<file path="src/rtl/method_pipe_ser.sv">
// Per-channel method call holding registers feeding a round-robin serializer that
// streams each call as a fixed number of pipe beats: a header, then the payload.
module method_pipe_ser #(
    parameter int NCHAN      = 4,
    parameter int ARG_WIDTH  = 96,
    parameter int PIPE_WIDTH = 32
) (
    input  logic                       CLK,
    input  logic                       nRST,
    input  logic [NCHAN-1:0]           method__ENA,
    input  logic [NCHAN*ARG_WIDTH-1:0] method_v,
    output logic [NCHAN-1:0]           method__RDY,
    output logic                       pipe_enq__ENA,
    output logic [PIPE_WIDTH-1:0]      pipe_enq_v,
    input  logic                       pipe_enq__RDY,
    output logic [15:0]                sent_count
);

    localparam int BEATS     = (ARG_WIDTH + 16 + PIPE_WIDTH - 1) / PIPE_WIDTH;
    localparam int MSG_WIDTH = BEATS * PIPE_WIDTH;
    localparam int CHAN_W    = (NCHAN > 1) ? $clog2(NCHAN) : 1;
    localparam int BEAT_W    = (BEATS > 1) ? $clog2(BEATS) : 1;

    typedef enum logic {IDLE, SEND} state_t;

    state_t                 state;
    state_t                 state_next;
    logic [NCHAN-1:0]       valid;
    logic [ARG_WIDTH-1:0]   hold [NCHAN];
    logic [CHAN_W-1:0]      last_grant;
    logic [CHAN_W-1:0]      grant_idx;
    logic [CHAN_W-1:0]      cand;
    logic                   grant_found;
    logic [MSG_WIDTH-1:0]   shift_reg;
    logic [MSG_WIDTH-1:0]   load_word;
    logic [BEAT_W-1:0]      beat_cnt;
    logic                   xfer;
    logic                   last_beat;
    logic                   load;

    assign xfer      = (state == SEND) && pipe_enq__RDY;
    assign last_beat = (beat_cnt == BEAT_W'(BEATS - 1));

    // Round-robin search begins just past the previous winner and wraps around.
    always_comb begin
        grant_found = 1'b0;
        grant_idx   = '0;
        cand        = '0;
        for (int k = 1; k <= NCHAN; k++) begin
            cand = CHAN_W'((int'(last_grant) + k) % NCHAN);
            if (!grant_found && valid[cand]) begin
                grant_found = 1'b1;
                grant_idx   = cand;
            end
        end
    end

    // Header occupies the low 16 bits so it leaves in beat 0.
    always_comb begin
        load_word                   = '0;
        load_word[7:0]              = 8'(BEATS);
        load_word[15:8]             = 8'(grant_idx);
        load_word[16 +: ARG_WIDTH]  = hold[grant_idx];
    end

    always_comb begin
        state_next = state;
        load       = 1'b0;
        case (state)
            IDLE: begin
                if (grant_found) begin
                    load       = 1'b1;
                    state_next = SEND;
                end
            end
            SEND: begin
                if (xfer && last_beat) begin
                    if (grant_found) begin
                        load = 1'b1;
                    end else begin
                        state_next = IDLE;
                    end
                end
            end
            default: state_next = IDLE;
        endcase
    end

    always_ff @(posedge CLK or posedge nRST) begin
        if (nRST) begin
            state <= IDLE;
        end else begin
            state <= state_next;
        end
    end

    always_ff @(posedge CLK or posedge nRST) begin
        if (nRST) begin
            shift_reg  <= '0;
            beat_cnt   <= '0;
            last_grant <= CHAN_W'(NCHAN - 1);
            sent_count <= '0;
        end else begin
            if (load) begin
                shift_reg  <= load_word;
                beat_cnt   <= '0;
                last_grant <= grant_idx;
            end else if (xfer) begin
                shift_reg <= shift_reg >> PIPE_WIDTH;
                beat_cnt  <= last_beat ? '0 : beat_cnt + 1'b1;
            end
            if (xfer && last_beat) begin
                sent_count <= sent_count + 16'd1;
            end
        end
    end

    // A channel can only be granted while valid, so clear and capture never collide.
    always_ff @(posedge CLK or posedge nRST) begin
        if (nRST) begin
            valid <= '0;
            for (int i = 0; i < NCHAN; i++) begin
                hold[i] <= '0;
            end
        end else begin
            for (int i = 0; i < NCHAN; i++) begin
                if (load && (grant_idx == CHAN_W'(i))) begin
                    valid[i] <= 1'b0;
                end else if (method__ENA[i] && !valid[i]) begin
                    valid[i] <= 1'b1;
                    hold[i]  <= method_v[i*ARG_WIDTH +: ARG_WIDTH];
                end
            end
        end
    end

    assign method__RDY   = ~valid;
    assign pipe_enq__ENA = xfer;
    assign pipe_enq_v    = (state == SEND) ? shift_reg[PIPE_WIDTH-1:0] : '0;

endmodule

</file>
<file path="config.mk">
export PLATFORM = sky130hd
export DESIGN_NAME = method_pipe_ser
export DESIGN_NICKNAME = d
export VERILOG_FILES = /design/src/rtl/method_pipe_ser.sv
export SDC_FILE = /design/constraint.sdc
export NUM_CORES = 1
export LEC_CHECK = 0
export ABC_AREA = 1
export CAP_MARGIN = 10
export CORE_ASPECT_RATIO = 1.25
export CORE_UTILIZATION = 25
export CTS_CLUSTER_DIAMETER = 150
export DETAILED_ROUTE_END_ITERATION = 7
export GPL_ROUTABILITY_DRIVEN = 0
export PLACE_DENSITY = 0.45
export SLEW_MARGIN = 15
export SYNTH_ARGS = -nofsm -noshare
export SYNTH_HDL_FRONTEND = slang
export SYNTH_SLANG_ARGS = --single-unit
</file>
<file path="constraint.sdc">
create_clock -name CLK -period 47.5 [get_ports CLK]
set_input_delay 11.875 -clock CLK [delete_from_list [all_inputs] [get_ports CLK]]
set_output_delay 11.875 -clock CLK [all_outputs]
set_load 0.005 [all_outputs]
</file>
; Word-level counts from Yosys, hierarchy flattened
; Cells that the tools add are included.
; W data, S select, Z words.
[word_totals]
in_bits = 391
regBits = 537
output_inout_bits = 53
word_cells = 103
[classes]
add_sub_neg = 6
bitwise = 7
n_reduce_logical = 30
magnitude_cmp = 5
eq_ne = 4
muxes = 38
[ops]
columns = op, count
row1 = $mux W128, 2
row2 = $bmux W96 S2, 1
row3 = $mux W96, 2
row4 = $mux W32, 1
row5 = $mux W1, 19
row6 = $add A16 B1 Y16 const B, 1
row7 = $mux W2, 7
row8 = $logic_and A1 B1 Y1, 13
row9 = $lt A2 B3 Y1 const B, 4
row10 = $reduce_bool A2 Y1, 5
row11 = $bmux W1 S2, 4
row12 = $reduce_and A2 Y1, 4
row13 = $logic_not A1 Y1, 7
row14 = $add A2 B1 Y2 const B, 3
row15 = $eq A2 B2 Y1 const B, 3
row16 = $not A1 Y1, 5
row17 = $add A2 B2 Y2 const B, 2
row18 = $not A4 Y4, 1
row19 = $pmux W1 S2, 2
row20 = $ge A3 B3 Y1 const B, 1
row21 = $not A2 Y3, 1
row22 = $eq A2 B1 Y1 const B, 1
row23 = $logic_not A2 Y1, 1

; Logic depth before layout (Yosys ltp)
; Gate-level depths: netlist of the first run.
[depth]
depth_word = 19
depth_mapped = 17
ltp_nobuf = 14

; Worst setup path before layout of the first run
; No wires, ideal clock.
[synth_path]
path_type = input to output
start = in pipe_enq__RDY
end = out pipe_enq__ENA
path_buffers = 1
arrival_ns = 12.301
t_required_ns = 35.625
path_stages = 3
path_slack_ns = 23.324
cell_sequence = nand2_2 -> clkinv_2 -> clkbuf_1
[synth_via]
elab_chain_cells = 1
[synth_rtl]
columns = item, line_no
row1 = from (decl), 15  ; input logic pipe_enq__RDY,
row2 = $logic_and A1 B1 Y1, 41  ; assign xfer = (state == SEND) && pipe_enq__RDY;
row3 = to (decl), 13  ; output logic pipe_enq__ENA,
; No other way between the ends.

; Worst setup path after layout of the first run
; Same ends and word-level chain as after synthesis.

==> results of run 1 <==
-- power by group --
part | total (mW) | leakage (nW) | internal, mW | switching [mW]
clock | 0.489 | 1.02 | 0.289 | 0.201
sequential | 0.705 | 6.13 | 0.627 | 0.0773
combinational | 1.04 | 8.20 | 0.332 | 0.707
-- cell type report --
cell class,instances,area (um^2)
Antenna cell,4,10.0
Clock buffer,91,1850
Clock inverter,19,205
Fill cell,10300,64300
Inverter,352,1340
Multi-Input combinational cell,1798,9140
Sequential cell,521,13000
Tap cell,1290,1610
Timing Repair Buffer,470,4640
-- metrics by stage --
step	hold WS [ns]	setup WS (ns)
final	0.469	21.57
after global placement	0.463	21.58
after floorplan	0.449	21.07
after detailed placement	0.463	21.56
after CTS	0.476	21.55
after global routing	0.501	21.46
-- synthesized netlist by cell type --
master,n,share of area (%)
a21oi_1,246,5.1
a21oi_2,1,0.036
a31oi_1,1,0.026
buf_1,31,0.48
buf_2,59,1.2
buf_4,16,0.49
buf_6,11,0.51
clkbuf_1,66,1.0
clkinv_2,2,0.041
dfrtp_1,519,53
dfstp_2,2,0.22
ha_1,2,0.10
inv_1,346,5.3
inv_2,2,0.031
inv_4,1,0.026
inv_6,1,0.036
mux2_2,148,6.8
nand2_1,604,9.3
nand2_2,12,0.31
nand2_4,4,0.19
nand3_1,434,8.9
nand3_2,1,0.041
nor2_1,248,3.8
nor2_2,3,0.077
nor2_4,2,0.093
nor3_4,1,0.067
o211ai_1,2,0.062
o21a_1,1,0.031
o21ai_0,42,0.86
o21ai_1,1,0.021
o22ai_1,2,0.051
o31ai_1,9,0.28
or2_0,7,0.18
or2_1,3,0.077
or2_2,10,0.26
xnor2_1,5,0.18
xor2_1,9,0.32
-- per-layer routing --
| metal | track usage (%) | vias up | part of all wire [%] | wire, um |
|---|---|---|---|---|
| li1 | - | 9761 | - | - |
| met1 | 24.1 | 9879 | 43 | 40800 |
| met2 | 32.3 | 444 | 49 | 46200 |
| met3 | 3.85 | 136 | 5.0 | 4720 |
| met4 | 5.65 | 26 | 2.6 | 2420 |
| met5 | 0 | - | 0.18 | 165 |
-- cell usage in the layout (no fill, tap or decap), types with 10 or more instances in the layout --
cell	count
o21ai_0	42
clkbuf_1	11
or2_2	10
dfrtp_1	518
nand3_1	434
mux2_2	148
nand2_2	10
nor2_1	247
nand2_1	600
inv_1	344
a21oi_1	246
clkinv_2	14
buf_4	27
clkbuf_16	63
clkdlybuf4s50_1	443
clkbuf_8	17
-- cell families after synthesis --
group           after synthesis
simple gates               1329
buf+inv                     535
flops                       521
compound gates              305
mux                         148
xor+xnor                     14
fa+ha+maj                     2
-- worst max-delay path, delay by kind of cell --
family / cells / cell delay, ns
buf+inv: 4 / 2.08
simple gates: 1 / 0.07
-- path summary, 6_finish.rpt --
| check | to | slack (ns) | cells past startpoint |
|---|---|---|---|
| worst max-delay path | pipe_enq__ENA | 21.57 | 5 |
| worst min-delay path | sent_count[15]$_DFFE_PP0N_ | 0.47 | 1 |
| worst max register to register | shift_reg[64]$_DFFE_PP0P_ | 42.73 | 12 |
| worst min register to register | sent_count[15]$_DFFE_PP0N_ | 0.47 | 1 |
| max in group asynchronous | hold[369]$_DFFE_PP0P_ | 33.60 | 4 |
| min in group asynchronous | hold[109]$_DFFE_PP0P_ | 11.72 | 2 |
==> flow_summary.json, run 1 <==
{
  "clock_path_buffers": 3,
  "hp-start": "sent_count[15]$_DFFE_PP0N_",
  "crit_path_end_kind": "output pin",
  "fin_area_um2": 31800,
  "power_density_nw_per_um2": 70.1,
  "placementRows": 127,
  "grt_max_degree": 102,
  "vias": 20200,
  "synthAdderAreaFrac_pct": 0.103,
  "wirelength_mm": 94.2,
  "largest_reg_flops": 384,
  "fin_setup_tns_ns": 0,
  "start_util_pct": 25.3,
  "cts-root-buf": "clkbuf_16",
  "synthXorXnorAreaFrac_pct": 0.504,
  "drt_iter0_drc": 1040,
  "area_growth_pct": 30.8,
  "status": "completed",
  "drive_above_1_share_pct": 9.97,
  "cp-startpoint": "pipe_enq__RDY",
  "period_share_pct": 54.6,
  "cp-start-kind": "primary input",
  "antenna_left": 0,
  "postCtsHoldBufs": 0,
  "critPathArrivalTime_ns": 14.06,
  "synth_cell_types": 37,
  "ys_seq_elements": 521,
  "place_area_um2": 29800,
  "synth_compound_area_share_pct": 6.43,
  "tritoncts": "yes",
  "cpPeakStageDelay_ns": 0.59,
  "rsz0062_at_grt": "no",
  "leakage_nw": 15.4,
  "syn_avg_cell_area_um2": 8.53,
  "setup_violations": 0,
  "fin_util_pct": 33.1,
  "critPathMaxFanout": 57,
  "die_w_um": 281,
  "yosys.area_share.simple_pct": 23.4,
  "synthesis.nets": 3247,
  "cts.sink_count": 521,
  "fin_crit_ns": 25.93,
  "grt_pass1_wl_mm": 138,
  "crit_chain": "clkdlybuf4s50_1, nand2_2, buf_4, clkinv_2, clkdlybuf4s50_1",
  "cp_slowest_cell": "clkdlybuf4s50_1",
  "antenna_found_initial": 18,
  "netlist_area_um2": 24300,
  "cts_setup_buffers": 0,
  "core_um2": 96100,
  "first_global_vias": 20400,
  "vias_per_cell": 4.45,
  "skew_ns": 0.0220,
  "cts.repair.resized": 0,
  "total_power_mw": 2.23,
  "clk_latency_ns": 0.65,
  "worstSetupPathType": "primary input to output pin",
  "peakVddDrop_uv": 64.1,
  "grt_overflow": 0,
  "fin_nets": 3597,
  "io_pins": 444,
  "first_pass_iters": 6,
  "cts_htree_levels": 2,
  "wire_per_inst_um": 20.7,
  "syn_inst": 2854,
  "dpl.hpwl_mm": 64.5,
  "required_ns": 35.62,
  "crit_top_cell": "clkdlybuf4s50_1",
  "stdcell_count": 4545,
  "global_route.usage.total_pct": 19.0,
  "ys_seq_area_share_pct": 53.6,
  "synth_top_family_by_area": "simple AND/OR/NAND/NOR gates",
  "clkTransAtPathRegs_ns": 0.06,
  "r2r_start": "state$_DFF_PP0_",
  "yosysWarningCount": 0,
  "drcViolationCount": 0,
  "dp.cells": 4431,
  "slew_viol_final": 0,
  "io_buffers": 443,
  "drv_cap": 0,
  "relSlewSlack_pct": 26.7,
  "hold_violations": 0,
  "timing.fmax_mhz": 38.6,
  "tightest_slew_ns": 1.10,
  "worstHoldPathType": "flop to flop",
  "die_area_um2": 98600,
  "cts_made_buffers": 61,
  "die_h_um": 351,
  "synthMuxAreaShare_pct": 6.85
}
Note: power is estimated with default switching activity, not from simulation.
==> run 2: changes to the inputs <==
clock period = 25.1 ns   (was 47.5 ns; I/O delays follow)
==> flow_summary.json, run 2 (same netlist as run 1, synthesis figures left out) <==
{
  "status": "completed",
  "crit_family": "buffers and inverters",
  "cts_setup_buffers": 0,
  "vias": 20300,
  "vias_per_cell": 4.46,
  "cts_made_buffers": 61,
  "hold_violations": 0,
  "rsz0062_at_grt": "no",
  "place_area_um2": 29800,
  "fin_nets": 3596,
  "power_density_nw_per_um2": 133,
  "drcViolationCount": 0,
  "cts.repair.resized": 0,
  "core_um2": 96100,
  "worstHoldPathType": "flop to flop",
  "tightest_slew_ns": 1.07,
  "leakage_nw": 15.3,
  "drive_above_1_share_pct": 9.75,
  "fin_util_pct": 33.1,
  "fin_crit_ns": 14.66,
  "top_layer": "met5",
  "area_growth_pct": 30.8,
  "die_w_um": 281,
  "cp.buffers_inverters": 4,
  "first_pass_iters": 5,
  "grt_max_degree": 143,
  "slew_viol_final": 0,
  "start_util_pct": 25.3,
  "setup_violations": 0,
  "met2_length_mm": 46.0,
  "grt_overflow": 0,
  "drv_cap": 0,
  "clock_path_buffers": 3,
  "critPathMaxFanout": 57,
  "cts-root-buf": "clkbuf_16",
  "placementRows": 127,
  "dp.cells": 4430,
  "skew_ns": 0.0282,
  "required_ns": 18.82,
  "first_global_vias": 20400,
  "critPathArrivalTime_ns": 8.38,
  "peakVddDrop_uv": 96.2,
  "clk_latency_ns": 0.66,
  "wl_met1_mm": 41.1,
  "final_cell_mix": "600 x nand2_1, 518 x dfrtp_1, 443 x clkdlybuf4s50_1",
  "largest_reg_flops": 384,
  "stdcell_count": 4543,
  "crit_path_end_kind": "output pin",
  "io_buffers": 443,
  "timing.fmax_mhz": 68.2,
  "wire_per_inst_um": 20.6,
  "cts.sink_count": 521,
  "relSlewSlack_pct": 28.5,
  "antenna_left": 0,
  "worstSetupPathType": "primary input to output pin",
  "dpl.hpwl_mm": 63.9,
  "die_area_um2": 98600,
  "cp_slowest_cell": "clkdlybuf4s50_1",
  "grt_pass1_wl_mm": 137,
  "clkTransAtPathRegs_ns": 0.06,
  "io_pins": 444,
  "wl_met3_mm": 4.51,
  "period_share_pct": 58.4,
  "cts_htree_levels": 2,
  "wirelength_mm": 93.5,
  "tritoncts": "yes",
  "antenna_found_initial": 12,
  "cp-start-kind": "primary input",
  "global_route.usage.total_pct": 18.9,
  "crit_chain": "clkdlybuf4s50_1, nand2_2, buf_4, clkinv_2, clkdlybuf4s50_1",
  "crit_top_cell": "clkdlybuf4s50_1",
  "final_common_cell": "nand2_1",
  "die_h_um": 351,
  "fin_setup_tns_ns": 0,
  "cpPeakStageDelay_ns": 0.57,
  "fin_area_um2": 31800,
  "whs_ns": 0.474,
  "drt_iter0_drc": 1121,
  "postCtsHoldBufs": 0
}
[run 2: cell type report]
class,instances,area [um^2]
multi-input combinational,1798,9140
sequential,521,13000
fill,10300,64300
clock inverter,20,294
antenna,1,2.50
clock buffer,92,1760
tap,1290,1610
inverter,352,1340
timing repair buffer,469,4640
[run 2: report_power, final]
group / total, mW / internal (mW) / switching, mW
clock: 0.932 / 0.546 / 0.386
sequential: 1.34 / 1.19 / 0.152
combinational: 1.98 / 0.632 / 1.34
total: 4.25 / 2.37 / 1.88
[run 2: stage by stage]
stage / total power [mW] / setup WS (ns)
floorplan: 2.65 / 4.27
global placement: 3.38 / 10.42
detailed placement: 3.39 / 10.42
CTS: 4.34 / 10.41
global route: 4.59 / 10.28
finish: 4.25 / 10.44
[run 2: layer usage]
layer | GRT usage [%] | vias up
li1 | - | 9755
met1 | 24.7 | 9966
met2 | 32.1 | 415
met3 | 3.58 | 94
met4 | 4.01 | 24
met5 | 0 | -
[run 2: final timing paths]
check / depth (start not counted) / slack (ns) / endpoint / startpoint
worst max register to register: 15 / 20.38 / shift_reg[73]$_DFFE_PP0P_ / last_grant[0]$_DFFE_PP1P_
worst min-delay path: 1 / 0.47 / sent_count[15]$_DFFE_PP0N_ / sent_count[15]$_DFFE_PP0N_
max in group asynchronous: 5 / 15.48 / hold[51]$_DFFE_PP0P_ / nRST
min in group asynchronous: 2 / 6.23 / hold[300]$_DFFE_PP0P_ / nRST
worst max-delay path: 5 / 10.44 / pipe_enq__ENA / pipe_enq__RDY
worst min register to register: 1 / 0.47 / sent_count[15]$_DFFE_PP0N_ / sent_count[15]$_DFFE_PP0N_
==> run 3: changes to the inputs <==
clock period = 14.9 ns   (was 25.1 ns; I/O delays follow)
==> flow_summary.json, run 3 (same netlist as run 1, synthesis figures left out) <==
{
  "grt_max_degree": 149,
  "final_common_cell": "nand2_1",
  "clkTransAtPathRegs_ns": 0.06,
  "largest_reg_flops": 384,
  "required_ns": 11.18,
  "final_cell_mix": "600 x nand2_1, 518 x dfrtp_1, 443 x clkdlybuf4s50_1",
  "wirelength_mm": 93.9,
  "cts-root-buf": "clkbuf_16",
  "power_frac_seq_pct": 31.5,
  "core_um2": 96100,
  "setup.worst_path.end": "pipe_enq__ENA",
  "vias_per_cell": 4.45,
  "dp.cells": 4428,
  "r2r_start": "state$_DFF_PP0_",
  "cp-start-kind": "primary input",
  "postCtsHoldBufs": 0,
  "p_sw_share_pct": 44.7,
  "cp-startpoint": "pipe_enq__RDY",
  "area_growth_pct": 30.7,
  "clock_path_buffers": 3,
  "drv_cap": 0,
  "timing.rr.end": "shift_reg[70]$_DFFE_PP0P_",
  "cp_slowest_cell": "clkdlybuf4s50_1",
  "intPower_mw": 3.96,
  "peakVddDrop_uv": 210,
  "slew_viol_final": 0,
  "die_w_um": 281,
  "cts.sink_count": 521,
  "drt_iter0_drc": 983,
  "antenna_left": 0,
  "die_h_um": 351,
  "grt_overflow": 0,
  "critPathArrivalTime_ns": 5.55,
  "p_sw_mw": 3.20,
  "cpPeakStageDelay_ns": 0.64,
  "vias": 20200,
  "cts_htree_levels": 2,
  "start_util_pct": 25.3,
  "worstSetupPathType": "primary input to output pin",
  "critPathMaxFanout": 64,
  "hold_violations": 0,
  "tightest_slew_ns": 1.10,
  "cts_setup_buffers": 0,
  "grt_pass1_wl_mm": 138,
  "setup.reg_to_reg.worst_slack_ns": 9.92,
  "die_area_um2": 98600,
  "r2r_cells": 12,
  "drcViolationCount": 0,
  "fin_crit_ns": 9.28,
  "leakage_nw": 15.3,
  "relSlewSlack_pct": 26.7,
  "crit_chain": "clkdlybuf4s50_1, nand2_2, clkinv_2, buf_4, clkdlybuf4s50_1",
  "p_comb_share_pct": 47.1,
  "cts_made_buffers": 61,
  "fin_setup_tns_ns": 0,
  "clk_latency_ns": 0.64,
  "crit_path_end_kind": "output pin",
  "crit_top_cell": "clkdlybuf4s50_1",
  "first_global_vias": 20400,
  "period_share_pct": 62.3,
  "first_pass_iters": 5,
  "cts.repair.resized": 0,
  "wire_per_inst_um": 20.7,
  "timing.fmax_mhz": 108,
  "power_density_nw_per_um2": 225,
  "tritoncts": "yes",
  "dpl.hpwl_mm": 64.2,
  "hp-start": "sent_count[15]$_DFFE_PP0N_",
  "io_pins": 444,
  "status": "completed",
  "fin_nets": 3594,
  "global_route.usage.total_pct": 18.9,
  "rsz0062_at_grt": "no",
  "skew_ns": 0.0279,
  "drive_above_1_share_pct": 9.82,
  "io_buffers": 443,
  "worstHoldPathType": "flop to flop",
  "antenna_found_initial": 14,
  "placementRows": 127,
  "clockPowerShare_pct": 21.4,
  "stdcell_count": 4543,
  "setup_violations": 0
}
-- run 3: cell count changes in the layout (fill, tap and decap cells not counted), sizes merged --
| cell | previous run | this run |
|---|---|---|
| clkinvlp | 4 | 3 |
| bufinv | 6 | 3 |
| diode | 1 | 5 |
| buf | 26 | 24 |
| clkinv | 7 | 14 |
| inv | 355 | 350 |
-- run 3: worst min-delay path by stage --
stage,to,cells after the start
finish,sent_count[15]$_DFFE_PP0N_,1
global route,sent_count[15]$_DFFE_PP0N_,1
CTS,sent_count[15]$_DFFE_PP0N_,1
detailed placement,shift_reg[1]$_DFFE_PP0P_,2
global placement,sent_count[15]$_DFFE_PP0N_,1
floorplan,shift_reg[100]$_DFFE_PP0P_,2
-- run 3: final cells by class --
| cell class | count | area (um^2) |
|---|---|---|
| fill | 10200 | 64300 |
| sequential | 521 | 13000 |
| multi-input combinational | 1798 | 9140 |
| timing repair buffer | 467 | 4640 |
| clock buffer | 92 | 1850 |
| tap | 1290 | 1610 |
| inverter | 352 | 1340 |
| clock inverter | 18 | 181 |
| antenna | 5 | 12.5 |
-- run 3: critical path: cells and delay by family --
family,cells,cell delay (ns)
buf+inv,4,1.75
simple gates,1,0.06
-- run 3: layer usage --
metal / part of all wire, % / up-vias / global-route usage, %
li1: - / 9761 / -
met1: 44 / 9870 / 24.5
met2: 49 / 447 / 32.2
met3: 4.9 / 120 / 3.46
met4: 2.1 / 20 / 4.80
met5: 0.15 / - / 0
-- run 3: through the flow --
stage	hold WS (ns)	util, %	total power, mW	setup WS, ns	cell area (um^2)
after CTS	0.478	33.1	7.32	5.56	31800
after global placement	0.465	31.0	5.74	5.58	29800
after floorplan	0.449	-	4.46	4.10	24300
after detailed placement	0.469	31.0	5.75	5.57	29800
after global routing	0.500	33.1	7.70	5.51	31800
final	0.469	33.1	7.16	5.62	31800
-- run 3: power by group through the flow --
stage / Combinational [mW] / Clock (mW) / Sequential (mW)
5_1_grt: 3.73 / 1.64 / 2.33
3_3_place_gp: 3.47 / 0 / 2.28
3_5_place_dp: 3.46 / 0 / 2.29
6_report: 3.37 / 1.53 / 2.26
4_1_cts: 3.47 / 1.59 / 2.26
2_1_floorplan: 2.27 / 0 / 2.19
